===== config.mk =====
export PLATFORM = sky130hd
export DESIGN_NAME = fir_out_conditioner
export DESIGN_NICKNAME = d
export VERILOG_FILES = /design/src/rtl/fir_out_conditioner.sv
export SDC_FILE = /design/constraint.sdc
export NUM_CORES = 1
export LEC_CHECK = 0
export ABC_AREA = 0
export CAP_MARGIN = 20
export CORE_MARGIN = 3
export CORE_UTILIZATION = 25
export DETAILED_ROUTE_END_ITERATION = 6
export GPL_ROUTABILITY_DRIVEN = 0
export SLEW_MARGIN = 0
export SYNTH_ARGS = -nofsm -noshare
export SYNTH_HDL_FRONTEND = slang
export SYNTH_SLANG_ARGS = --single-unit

===== constraint.sdc =====
create_clock -name clk -period 2.5 [get_ports clk]
set_clock_uncertainty 0.05 [all_clocks]
set_input_delay 0.25 -clock clk [delete_from_list [all_inputs] [get_ports clk]]
set_output_delay 0.25 -clock clk [all_outputs]
set_load 0.03 [all_outputs]

===== src/rtl/fir_out_conditioner.sv =====
// fir_out_conditioner: aligns FIR Out_Y with its sample, rounds, saturates,
// decimates and buffers the 16-bit result in a first-word-fall-through FIFO.
module fir_out_conditioner #(
  parameter int LAT   = 24,
  parameter int SHIFT = 13,
  parameter int DEPTH = 4,
  localparam int AW   = $clog2(DEPTH)
) (
  input  logic               clk,
  input  logic               rst,
  input  logic               in_valid,
  input  logic signed [28:0] fir_y,
  input  logic [3:0]         decim,
  output logic signed [15:0] out_data,
  output logic               out_valid,
  input  logic               out_ready,
  output logic [AW:0]        level,
  output logic               sat_flag,
  output logic               ovf_flag
);

  localparam logic signed [29:0] RND  = 30'sd1 <<< (SHIFT - 1);
  localparam logic [AW:0]        FULL = (AW + 1)'(DEPTH);

  logic [LAT-1:0]      vd_q, vd_d;
  logic                av, keep;
  logic [3:0]          dc_q, dc_d;
  logic signed [29:0]  sum, shr;
  logic signed [15:0]  sat_v;
  logic                is_sat;
  logic                st_v_q, st_v_d;
  logic                st_s_q, st_s_d;
  logic signed [15:0]  st_d_q, st_d_d;
  logic signed [15:0]  mem_q [DEPTH];
  logic [AW-1:0]       wp_q, wp_d, rp_q, rp_d;
  logic [AW:0]         lvl_q, lvl_d;
  logic                sat_q, sat_d, ovf_q, ovf_d;
  logic                full, pop, wr, drop;

  assign av        = vd_q[LAT-1];
  assign out_valid = (lvl_q != '0);
  assign out_data  = out_valid ? mem_q[rp_q] : '0;
  assign level     = lvl_q;
  assign sat_flag  = sat_q;
  assign ovf_flag  = ovf_q;

  // Round half up on a 30-bit intermediate, then clamp to 16 bits.
  always_comb begin
    sum    = $signed({fir_y[28], fir_y}) + RND;
    shr    = sum >>> SHIFT;
    sat_v  = shr[15:0];
    is_sat = 1'b0;
    if (shr > 30'sd32767) begin
      sat_v  = 16'sh7FFF;
      is_sat = 1'b1;
    end else if (shr < -30'sd32768) begin
      sat_v  = 16'sh8000;
      is_sat = 1'b1;
    end
  end

  // Next state: valid delay line, decimator, result stage and FIFO control.
  always_comb begin
    vd_d[0] = in_valid;
    for (int i = 1; i < LAT; i++) vd_d[i] = vd_q[i-1];

    keep = av && (dc_q == 4'd0);
    dc_d = dc_q;
    if (av) begin
      if (keep) dc_d = (decim == 4'd0) ? 4'd0 : decim - 4'd1;
      else      dc_d = dc_q - 4'd1;
    end

    st_v_d = keep;
    st_d_d = st_d_q;
    st_s_d = st_s_q;
    if (keep) begin
      st_d_d = sat_v;
      st_s_d = is_sat;
    end

    full = (lvl_q == FULL);
    pop  = out_valid && out_ready;
    wr   = st_v_q && (!full || pop);
    drop = st_v_q && full && !pop;

    wp_d  = wr  ? wp_q + AW'(1) : wp_q;
    rp_d  = pop ? rp_q + AW'(1) : rp_q;
    lvl_d = lvl_q;
    if (wr && !pop)      lvl_d = lvl_q + (AW + 1)'(1);
    else if (!wr && pop) lvl_d = lvl_q - (AW + 1)'(1);

    sat_d = sat_q | (st_v_q & st_s_q);
    ovf_d = ovf_q | drop;
  end

  // Control state; reset discards every sample still in flight.
  always_ff @(posedge clk or posedge rst) begin
    if (rst) begin
      vd_q   <= '0;
      dc_q   <= '0;
      st_v_q <= 1'b0;
      st_s_q <= 1'b0;
      st_d_q <= '0;
      wp_q   <= '0;
      rp_q   <= '0;
      lvl_q  <= '0;
      sat_q  <= 1'b0;
      ovf_q  <= 1'b0;
    end else begin
      vd_q   <= vd_d;
      dc_q   <= dc_d;
      st_v_q <= st_v_d;
      st_s_q <= st_s_d;
      st_d_q <= st_d_d;
      wp_q   <= wp_d;
      rp_q   <= rp_d;
      lvl_q  <= lvl_d;
      sat_q  <= sat_d;
      ovf_q  <= ovf_d;
    end
  end

  // FIFO storage; contents are only meaningful below the level count.
  always_ff @(posedge clk) begin
    if (wr) mem_q[wp_q] <= st_d_q;
  end

endmodule


# Word-level counts from Yosys, hierarchy flattened
# Memories as Yosys holds them, arrays and structs flattened.
# Cells that the tools add are included.
classes:
  add_sub_neg: 7
  mul: 0
  n_div: 0
  order_cmp: 2
  n_eq_ne: 1
  n_shift: 0
  mux: 11
  bitwise_logic: 3
  n_reduce_logical: 15
ops:
  columns: ["cell", "n"]
  rows:
  - ["$mux W16", 3]
  - ["$add A29 B14 Y30 const B", 1]
  - ["$gt A17 B16 Y1 const B", 1]
  - ["$lt A17 B16 Y1 const B", 1]
  - ["$logic_not A4 Y1", 2]
  - ["$mux W4", 2]
  - ["$sub A4 B1 Y4 const B", 2]
  - ["$logic_and A1 B1 Y1", 7]
  - ["$mux W3", 2]
  - ["$add A2 B1 Y2 const B", 2]
  - ["$mux W1", 4]
  - ["$add A3 B1 Y3 const B", 1]
  - ["$eq A3 B3 Y1 const B", 1]
  - ["$logic_not A1 Y1", 3]
  - ["$reduce_bool A3 Y1", 1]
  - ["$sub A3 B1 Y3 const B", 1]
  - ["$or A1 B1 Y1", 2]
  - ["$reduce_bool A2 Y1", 1]
  - ["$and A1 B1 Y1", 1]
  - ["$logic_or A1 B1 Y1", 1]
totals:
  regBits: 55
  latchBits: 0
  ram_bits: 64
  romBits: 0
  in_bits: 37
  out_inout_bits: 22
  wordCells: 50
  mem_count: 1
mem_list:
  columns: ["memory", "depth", "width", "rd", "rd_ports_with_merged_regs", "wr", "line_no", "text"]
  rows:
  - ["mem_q", 4, 16, 1, 0, 1, "34", "logic signed [15:0] mem_q [DEPTH];"]

# Depth between registers and ports, before layout
# Gate-level depths: netlist (run 1).
depth:
  word_depth: 8
  depth_mapped: 9

# Worst setup path after synthesis (run 1)
# OpenSTA, ideal clock, no wires.
synth_path:
  kind: "flip-flop to flip-flop"
  start: "reg lvl_q[0] (netlist: level[0])"
  end: "reg lvl_q[2] (netlist: level[2])"
  setup_ns: 0.080
  arrival_ns: 2.166
  slack_ns: 0.203
  path_stages_with_launch: 10
  n_path_buf: 1
  period_less_slack_ns: 2.297
  path_cell_list: "dfrtp_1 or3_1 clkbuf_1 nand2_1 ha_1 inv_1 fa_1 xor2_1 nor2_1 xor2_1"
synth_via:
  elab_chain_len: 7
synth_lines:
  columns: ["item", "line_no", "text"]
  rows:
  - ["start: declaration", "36", "logic [AW:0] lvl_q, lvl_d;"]
  - ["start signal: assignment", "118", "lvl_q <= lvl_d;"]
  - ["parallel branches: the longest is 7 deep, another holds $sub A3 B1 Y3", null, null]
# Several ways; the timed one is not identified. The select of a mux whose other input is x is not followed.
# A chain may end at the register's enable or synchronous reset.

# Worst setup path after layout (run 1)
layout_path:
  start: "reg lvl_q[0] (netlist: level[0])"
  end: "out out_valid"
layout_via:
  elab_chain_len: 1
layout_lines:
  columns: ["item", "line_no", "text"]
  rows:
  - ["$reduce_bool A3 Y1", "41", "assign out_valid = (lvl_q != '0);"]
  - ["end: declaration", "15", "output logic out_valid,"]
# Every way passes these cells.

==> summary.md, run 1 <==
| Metric | Value |
|---|---|
| Final Cycle Share | `94.4%` |
| Worst setup SP type | `flip-flop` |
| Area post-placement | `0.00557 mm²` |
| Nets@finish | `430` |
| Initial antenna violation count | `0` |
| TritonCTS clock tree | `built` |
| Leading post-synthesis cells by cell area | `edfxtp_1 40%, dfrtp_1 29%, mux4_2 7.5%, and2_1 2.7%, xnor2_1 2.6%` |
| Via count | `2758` |
| Antenna viol nets, final | `0` |
| Cell taking the most area after synthesis | `edfxtp_1` |
| Setup tns final | `0 ns` |
| Critical path fanouts, max | `18` |
| Finished Layout Cells | `631` |
| Post-synth top area share | `40.1%` |
| Reg2reg start | `level[0]` |
| Placeable Area | `0.0188 mm²` |
| GRT Overall Usage | `9.90%` |
| Complex-gate fraction of the synthesized area | `6.29%` |
| Layout area overhead | `27.7%` |
| Status | `completed` |
| Final Instance Area | `0.00613 mm²` |
| Adder-Cell Fraction of Synth Area | `2.50%` |
| Slew Viols, Final | `0` |
| Rel. slew slack | `41.7%` |
| WL per Instance | `14.9 µm` |
| FF-to-FF setup slack | `0.35 ns` |
| Syn Area/Cell | `15.0 µm²` |
| Clock tree buffer depth | `2` |
| HP Class | `in2async` |
| Vias in the first global route | `2986` |
| Worst VDD drop | `0.000492 V` |
| Power Density | `1160 mW/mm²` |
| Clock latency on the worst-skew pair | `0.41 ns` |
| Primary FF master, synth | `edfxtp_1` |
| Mapped Nets | `365` |
| Unique masters post-synth | `46` |
| Yosys reg bits | `119` |
| MaxCap Viol Count | `0` |
| Die height | `145 µm` |
| Port-buffer cells | `46` |
| Unrepaired setup endpoints after global routing | `no` |
| Worst-margin pin slew | `0.874 ns` |
| Core Util, Final | `32.6%` |
| Achievable frequency | `0.424 GHz` |
| Sink Count | `119` |
| Arr. time, crit path | `2.06 ns` |
| Initial DRC count | `161` |
| Dpl cells | `599` |
| End of the worst register-to-register path | `level[2]` |
| Main combinational cell family by area after synthesis | `simple AND/OR/NAND/NOR gates` |
| Ratio of cells with drive above 1 in the final layout | `19.6%` |
| Filler cells | `1813` |
| H-tree depth | `4` |
| R2R cell count | `8` |
| Hold slack | `0.192 ns` |
| Pleak | `0.00224 µW` |
| EDFF count, synth | `64` |
| Detail Route met2 WL | `4.42 mm` |
| Yosys warnings | `0` |
| Die W | `145 µm` |
| # IOs | `59` |
| Hold_buf cts | `0` |
| Total Routed Length | `9.42 mm` |
| First-pass GRT wire length | `15.7 mm` |
| TritonRoute pass-1 iters | `4` |
| Critical path data required time | `2.20 ns` |
| Top Layer Used | `met4` |
| Vias per Instance | `4.37` |
| Worst-path clk slew | `0.06 ns` |
| Met3 wire length | `473 µm` |
| CP Capture Type | `output port` |
| Area of the die | `0.0209 mm²` |
| Fin. Hold Viols | `0` |
| Final min period | `2.36 ns` |
| # diodes | `0` |
| Starting Density | `25.6%` |
| Inserted Clock Buffers | `17` |
| Row count | `50` |
| Crit Path Category | `reg2out` |
| Post-Syn Area | `0.00480 mm²` |
| Syn Inst Count | `319` |
| Post-route DRC violation count | `0` |
| Final setup violation count | `0` |
| Global route overflow | `0` |
| Sequential share of the synthesized area | `68.8%` |
| Root buffer cell | `clkbuf_16` |
| Synth Area in Simple Gates | `9.62%` |
| Mux contribution to synthesized area | `7.96%` |
| Largest net degree at the start of global routing | `30` |
| M1 wire length | `4.36 mm` |
| FFs w/ async S/R, synth | `46.2%` |
| Post-Synth XOR/XNOR Area | `2.92%` |
| Final HPWL DP | `6.43 mm` |
==> where the power goes <==
group          switching, µW  leakage (µW)  internal (µW)
registers                335       0.00120           2520
logic                   1100      0.000770            936
clock network            874      0.000265           1370
==> layout make-up <==
type	instances	area, µm²	area share [%]
sequential	119	3300	53.8
clock inverter	15	128	2.08
multi-input combinational	176	1410	22.9
tap	234	293	4.78
timing repair buffer	59	537	8.76
clock buffer	17	425	6.94
inverter	11	41.3	0.674
==> timing repair <==
item,CTS,global route
setup endpoints to repair,2,6
gates cloned,0,0
buffers inserted,0,0
gates resized for setup,2,1
==> sequential cells by signal, summed over array words and instances, names as in the netlist <==
register	flops
vd_q	24
ovf_flag	1
st_v_q	1
rp_q	2
level	3
wp_q	2
mem_q	64
st_s_q	1
dc_q	4
sat_flag	1
st_d_q	16
==> cells by family after synthesis <==
| group | Yosys count |
|---|---|
| AO/OA/AOI/OAI | 47 |
| XOR/XNOR | 16 |
| adder cells (fa/ha/maj) | 9 |
| buffers and inverters | 24 |
| flip-flops | 119 |
| multiplexers | 18 |
| AND/OR/NAND/NOR | 86 |
==> worst max path at each step <==
stage                        end       from  slack (ns)  cells past startpoint
global placement        level[1]  out_ready        0.14                      7
CTS                 out_data[15]    rp_q[0]        0.03                      4
global route           out_valid   level[0]        0.03                      3
finish                 out_valid   level[0]        0.14                      3
floorplan               level[2]   level[0]        0.20                      9
detailed placement      level[1]  out_ready        0.09                      7
==> placed cells by master, fill, tap and decap left out, types with 2 or more instances in the layout <==
master	count
edfxtp_1	64
dfrtp_1	55
clkdlybuf4s50_1	30
buf_4	25
nor2_1	21
and2_1	21
clkbuf_16	17
mux4_2	16
xnor2_1	14
a21oi_1	12
nand2_1	11
o21ai_0	10
inv_1	9
nand3_1	8
ha_1	8
nor4_1	7
o22ai_1	6
a31oi_1	5
nor3_1	4
inv_6	4
clkinv_1	3
nand4_1	3
nor2b_1	3
clkinv_2	3
clkinvlp_4	3
o21a_1	2
a21o_1	2
xor2_1	2
clkinv_4	2
dlygate4sd2_1	2
==> cells in the mapped netlist, types with 5 or more instances <==
cell	number
nor4_1	7
edfxtp_1	64
mux4_2	16
nand3_1	8
xnor2_1	14
a31oi_1	5
clkbuf_1	9
o21ai_0	10
a21oi_1	12
o22ai_1	6
nor2_1	21
ha_1	8
dfrtp_1	55
inv_1	10
nand2_1	11
and2_1	21
==> per-layer routing <==
metal / GRT usage, % / up-vias
met4: 4.71 / 0
met1: 13.1 / 1363
met5: 0 / -
met3: 2.98 / 15
li1: - / 1324
met2: 14.9 / 56
==> critical path, cell delays in order (launching register included) <==
cell and delay [ns]:
dfrtp_1 0.44, or3_1 0.40, buf_4 0.20, clkdlybuf4s50_1 0.60
==> stage by stage <==
stage / setup WS, ns / power (µW)
2_1_floorplan: 0.203 / 4160
3_3_place_gp: 0.142 / 4900
3_5_place_dp: 0.0936 / 4960
4_1_cts: 0.0293 / 7220
5_1_grt: 0.0336 / 7530
6_report: 0.141 / 7120
Power figures use the tool's default switching activity.
==> run 2: changes to the inputs <==
- CORE_MARGIN: 3 -> 4
- CORE_UTILIZATION: 25 -> 45
- HOLD_SLACK_MARGIN: unset -> 0.05
- PLACE_DENSITY: unset -> 0.67
==> run 2 against run 1 <==
Compared with the run above:
- clock power about the same
- largest power group unchanged
- hold slack got worse by 0.051 ns
- clock-buffer cell count increased by 7
- routed wire length decreased by 8.1%
- maximum frequency decreased by 2.0%
- largest cell class unchanged
- die area decreased by 41%
- power decreased by 0.62%
==> summary.md, run 2 (synthesis results as in run 1) <==
| Metric | Value |
|---|---|
| Status | `completed` |
| Slew Viols, Final | `0` |
| Nets@finish | `430` |
| Clock latency on the worst-skew pair | `0.51 ns` |
| WL per Instance | `16.2 µm` |
| Hold slack | `0.141 ns` |
| Worst setup SP type | `flip-flop` |
| Via count | `2744` |
| Layout area overhead | `25.8%` |
| Port-buffer cells | `46` |
| Worst-margin pin slew | `0.842 ns` |
| Power Density | `1170 mW/mm²` |
| TritonRoute pass-1 iters | `4` |
| Initial DRC count | `130` |
| Clock tree buffer depth | `2` |
| Area of the multi-input gates | `0.00141 mm²` |
| Fin. Hold Viols | `0` |
| Register Area | `0.00330 mm²` |
| Worst-path cell chain | `buf_12 -> mux4_2 -> and2_1 -> dlygate4sd2_1` |
| Placeable Area | `0.0104 mm²` |
| WHS Endpoint | `vd_q[0]` |
| Share of power burned in registers | `39.6%` |
| Switching power | `2190 µW` |
| Final HPWL DP | `5.71 mm` |
| Internal power | `4890 µW` |
| MaxCap Viol Count | `0` |
| Row count | `37` |
| Ratio of cells with drive above 1 in the final layout | `15.9%` |
| Inserted Clock Buffers | `17` |
| Clock network power share | `31.8%` |
| Worst-path clk slew | `0.05 ns` |
| Area of the die | `0.0124 mm²` |
| Antenna viol nets, final | `0` |
| R2R cell count | `8` |
| CP Capture Type | `output port` |
| Final setup violation count | `0` |
| Regs by FF count | `mem_q (64), vd_q (24), st_d_q (16)` |
| # IOs | `59` |
| Initial antenna violation count | `0` |
| Critical path data required time | `2.20 ns` |
| Core Util, Final | `58.2%` |
| Post-route DRC violation count | `0` |
| Rel. slew slack | `43.9%` |
| Final Cycle Share | `96.3%` |
| Switching Share | `31.0%` |
| Die height | `111 µm` |
| Sink Count | `119` |
| CP max stage cell | `mux4_2` |
| Worst VDD drop | `0.000634 V` |
| Die W | `111 µm` |
| Final min period | `2.41 ns` |
| Root buffer cell | `clkbuf_8` |
| GRT Overall Usage | `15.0%` |
| Global route overflow | `0` |
| Total Routed Length | `8.66 mm` |
| Arr. time, crit path | `2.11 ns` |
| H-tree depth | `4` |
| Commonest non-fill, non-tap cells in the layout | `64 x edfxtp_1, 55 x dfrtp_1, 29 x clkdlybuf4s50_1` |
| Start point of the worst hold path | `in_valid` |
| Starting Density | `46.3%` |
| Pleak | `0.00226 µW` |
| End of the worst register-to-register path | `level[2]` |
| Vias in the first global route | `2763` |
| Hold depth | `1` |
| Vias per Instance | `5.15` |
| Reg2reg start | `level[0]` |
| Achievable frequency | `0.415 GHz` |
| First-pass GRT wire length | `14.2 mm` |
| Crit Path Category | `reg2out` |
| Critical path fanouts, max | `17` |
| Max FFs per register | `64` |
| Filler cells | `828` |
| Combinational share of power | `28.6%` |
| TritonCTS clock tree | `built` |
| Largest net degree at the start of global routing | `40` |
| Reg with most FFs | `mem_q` |
| Crit-path max cell delay | `0.53 ns` |
| # diodes | `0` |
| Most common library cell in the layout ignoring fill and taps | `edfxtp_1` |
| HP Class | `in2reg` |
| FF-to-FF setup slack | `0.31 ns` |
## run 2: changes by cell type in the layout (fill, tap and decap cells not counted), sizes merged
cell,previous run,this run
buf,27,12
clkbuf,17,25
clkdlybuf4s50,30,29
clkinv,8,6
clkinvlp,3,1
dlygate4sd2,2,16
dlygate4sd3,0,1
inv,14,11
## run 2: metal layers
layer,GRT usage [%],up-vias,wire [µm]
li1,-,1323,-
met1,21.1,1336,4070
met2,21.5,79,4030
met3,5.95,6,483
met4,4.54,0,78
met5,0,-,0
## run 2: power by group through the flow
stage / clock network, µW / registers [µW] / logic (µW)
3_3_place_gp: 0 / 2800 / 2130
2_1_floorplan: 0 / 2800 / 1360
6_report: 2250 / 2810 / 2020
3_5_place_dp: 0 / 2840 / 2180
4_1_cts: 2290 / 2810 / 2050
5_1_grt: 2400 / 2860 / 2200
## run 2: final cells by class
cell class / instances / area share [%]
clock buffers: 24 / 8.15
clock inverters: 8 / 1.14
inverters: 11 / 0.684
multi-input cells: 176 / 23.3
flip-flops and latches: 119 / 54.6
well taps: 136 / 2.82
repair buffers: 59 / 9.29
## run 2: what timing repair did
action                                 CTS  global route
setup endpoints to repair               17             3
endpoints found under the hold margin   16             0
hold buffers                             1             0
buffers inserted                         0             2
gates resized for setup                 17             2
## run 2: how the worst max path moves through the flow
| stage | startpoint | endpoint | depth (start not counted) |
|---|---|---|---|
| final | rp_q[0] | out_data[6] | 4 |
| after detailed placement | out_ready | level[1] | 7 |
| after CTS | rp_q[0] | out_data[6] | 4 |
| after global routing | rp_q[0] | out_data[4] | 4 |
| after global placement | out_ready | level[1] | 7 |
| after floorplan | level[0] | level[2] | 9 |
## run 2: worst max-delay path: cells and delay by family (launching register included)
kind | cells | cell delay (ns)
buffers and inverters | 2 | 0.53
multiplexers | 1 | 0.53
flip-flops | 1 | 0.37
AND/OR/NAND/NOR | 1 | 0.17
## run 2: metrics by stage
step | power (µW) | TNS (ns) | worst slack, ns | instance area [µm²] | cells
after floorplan | 4160 | 0 | 0.203 | 4800 | 319
after global placement | 4940 | 0 | 0.152 | 5480 | 498
after detailed placement | 5020 | 0 | 0.108 | 5480 | 498
after CTS | 7150 | 0 | 0.0428 | 6020 | 531
after global routing | 7450 | -0.00524 | -0.00423 | 6040 | 533
final | 7080 | 0 | 0.0927 | 6040 | 533
==> run 3: changes to the inputs <==
- PLACE_DENSITY: 0.67 -> 0.68
==> run 3 against run 2 <==
Compared with the run above:
- non-clock buffer count grew 1
- critical path depth stayed put
- first-iteration DRC count is 22% higher
- power grew 2.4%
- cell count grew 0.19%
- hold slack lost 0.092 ns
- utilization up 0.56 points
- critical path type unchanged
==> summary.md, run 3 (synthesis results as in run 1) <==
| Metric | Value |
|---|---|
| Status | `completed` |
| Unrepaired setup endpoints after global routing | `no` |
| # IOs | `59` |
| Worst slack, placed | `0.105 ns` |
| Rel. slew slack | `41.6%` |
| Setup tns final | `0 ns` |
| Arr. time, crit path | `2.12 ns` |
| WL per Instance | `17.1 µm` |
| Crit Path Category | `reg2out` |
| Global route overflow | `0` |
| Max FFs per register | `64` |
| Most common library cell in the layout ignoring fill and taps | `edfxtp_1` |
| Post-route setup slack | `0.0821 ns` |
| M1 wire length | `4.11 mm` |
| Die height | `111 µm` |
| Achievable frequency | `0.414 GHz` |
| Final setup violation count | `0` |
| Worst-margin pin slew | `0.876 ns` |
| Worst VDD drop | `0.000564 V` |
| Initial DRC count | `159` |
| Detail Route met2 WL | `4.53 mm` |
| Antenna viol nets, final | `0` |
| R2R cell count | `6` |
| Slew Viols, Final | `0` |
| Port-buffer cells | `46` |
| Initial antenna violation count | `0` |
| Largest net degree at the start of global routing | `33` |
| Top Layer Used | `met4` |
| Reg2reg start | `level[0]` |
| End of the worst register-to-register path | `level[1]` |
| Hold_buf cts | `0` |
| Placeable Area | `0.0104 mm²` |
| Inserted Clock Buffers | `17` |
| Met3 wire length | `405 µm` |
| CP Capture Type | `output port` |
| Root buffer cell | `clkbuf_8` |
| Overall Power | `7250 µW` |
| Starting Density | `46.3%` |
| TritonCTS clock tree | `built` |
| Worst setup SP type | `flip-flop` |
| Vias in the first global route | `2881` |
| Nets@finish | `431` |
| Worst-path clk slew | `0.06 ns` |
| TritonRoute pass-1 iters | `5` |
| HP Class | `in2async` |
| Pleak | `0.00227 µW` |
| # diodes | `0` |
| Final min period | `2.42 ns` |
| Reg with most FFs | `mem_q` |
| FF-to-FF setup slack | `0.29 ns` |
| Via count | `2820` |
| First-pass GRT wire length | `15.0 mm` |
| Critical path data required time | `2.20 ns` |
| Die W | `111 µm` |
| Core Util, Final | `58.8%` |
| CP Launch Point | `rp_q[0]` |
| MaxCap Viol Count | `0` |
| GRT Overall Usage | `15.5%` |
| Area of the die | `0.0124 mm²` |
| Vias per Instance | `5.28` |
| Final HPWL DP | `5.74 mm` |
| Ratio of cells with drive above 1 in the final layout | `16.8%` |
| Critical path fanouts, max | `9` |
| Post-route DRC violation count | `0` |
| Commonest non-fill, non-tap cells in the layout | `64 x edfxtp_1, 54 x dfrtp_1, 29 x clkdlybuf4s50_1` |
| Clock tree buffer depth | `2` |
| Sink Count | `119` |
| Fin. Hold Viols | `0` |
| Row count | `37` |
| Final Cycle Share | `96.7%` |
| H-tree depth | `4` |
| Dpl cells | `500` |
| Clock latency on the worst-skew pair | `0.50 ns` |
| Regs by FF count | `mem_q (64), vd_q (24), st_d_q (16)` |
| Total Routed Length | `9.13 mm` |
| Layout area overhead | `27.0%` |
| Power Density | `1190 mW/mm²` |
| Finished Layout Cells | `534` |
==> run 3: cell types whose count changed in the layout (fill, tap and decap cells not counted), sizes merged <==
cell,before,now
clkdlybuf4s15,0,1
dlygate4sd2,16,15
inv,11,12
clkbuf,25,20
clkinvlp,1,5
bufinv,1,3
clkinv,6,5
dlygate4sd3,1,0
buf,12,13
==> run 3: repair_timing <==
item                                    in CTS  in global routing
resized for setup                           17                  4
endpoints found under the setup margin      17                  2
setup buffers                                0                  1
gates cloned                                 0                  1
hold endpoints to repair                     0                  0
==> run 3: worst max-delay path: stages (launching register included) <==
cell           delay [ns]
dfrtp_2              0.42
buf_12               0.16
mux4_2               0.51
and2_1               0.17
dlygate4sd2_1        0.35
==> run 3: power breakdown <==
group,total [µW],switching (µW),leakage (µW),internal (µW)
logic,2040,1100,0.000791,946
registers,2820,302,0.00120,2520
clock network,2390,864,0.000272,1520
total,7250,2260,0.00227,4990
==> run 3: through the flow <==
stage / hold WS [ns] / instance area (µm²)
6_report: 0.0490 / 6090
3_3_place_gp: 0.284 / 5490
2_1_floorplan: 0.231 / 4800
4_1_cts: 0.0598 / 6060
5_1_grt: 0.0789 / 6090
3_5_place_dp: 0.285 / 5490
==> run 3: worst max-delay path by stage <==
| stage | to | slack, ns | cells after the start |
|---|---|---|---|
| 2_1_floorplan | level[2] | 0.20 | 9 |
| 3_3_place_gp | level[1] | 0.15 | 7 |
| 3_5_place_dp | level[1] | 0.10 | 7 |
| 4_1_cts | out_data[14] | 0.03 | 4 |
| 5_1_grt | out_data[12] | 0.003 | 4 |
| 6_report | out_data[10] | 0.08 | 4 |
==> run 3: area by class of cell <==
cell class,instances,area [µm²]
timing repair buffer,60,584
tap,136,170
fill,805,4280
clock buffer,18,418
clock inverter,14,175
sequential,119,3300
multi-input combinational,176,1410
inverter,11,41.3
==> run 3: per-layer routing <==
layer | vias to the layer above | track usage (%)
met1 | 1419 | 20.2
met4 | 0 | 5.11
met2 | 61 | 24.9
met3 | 8 | 4.80
met5 | - | 0
li1 | 1332 | -
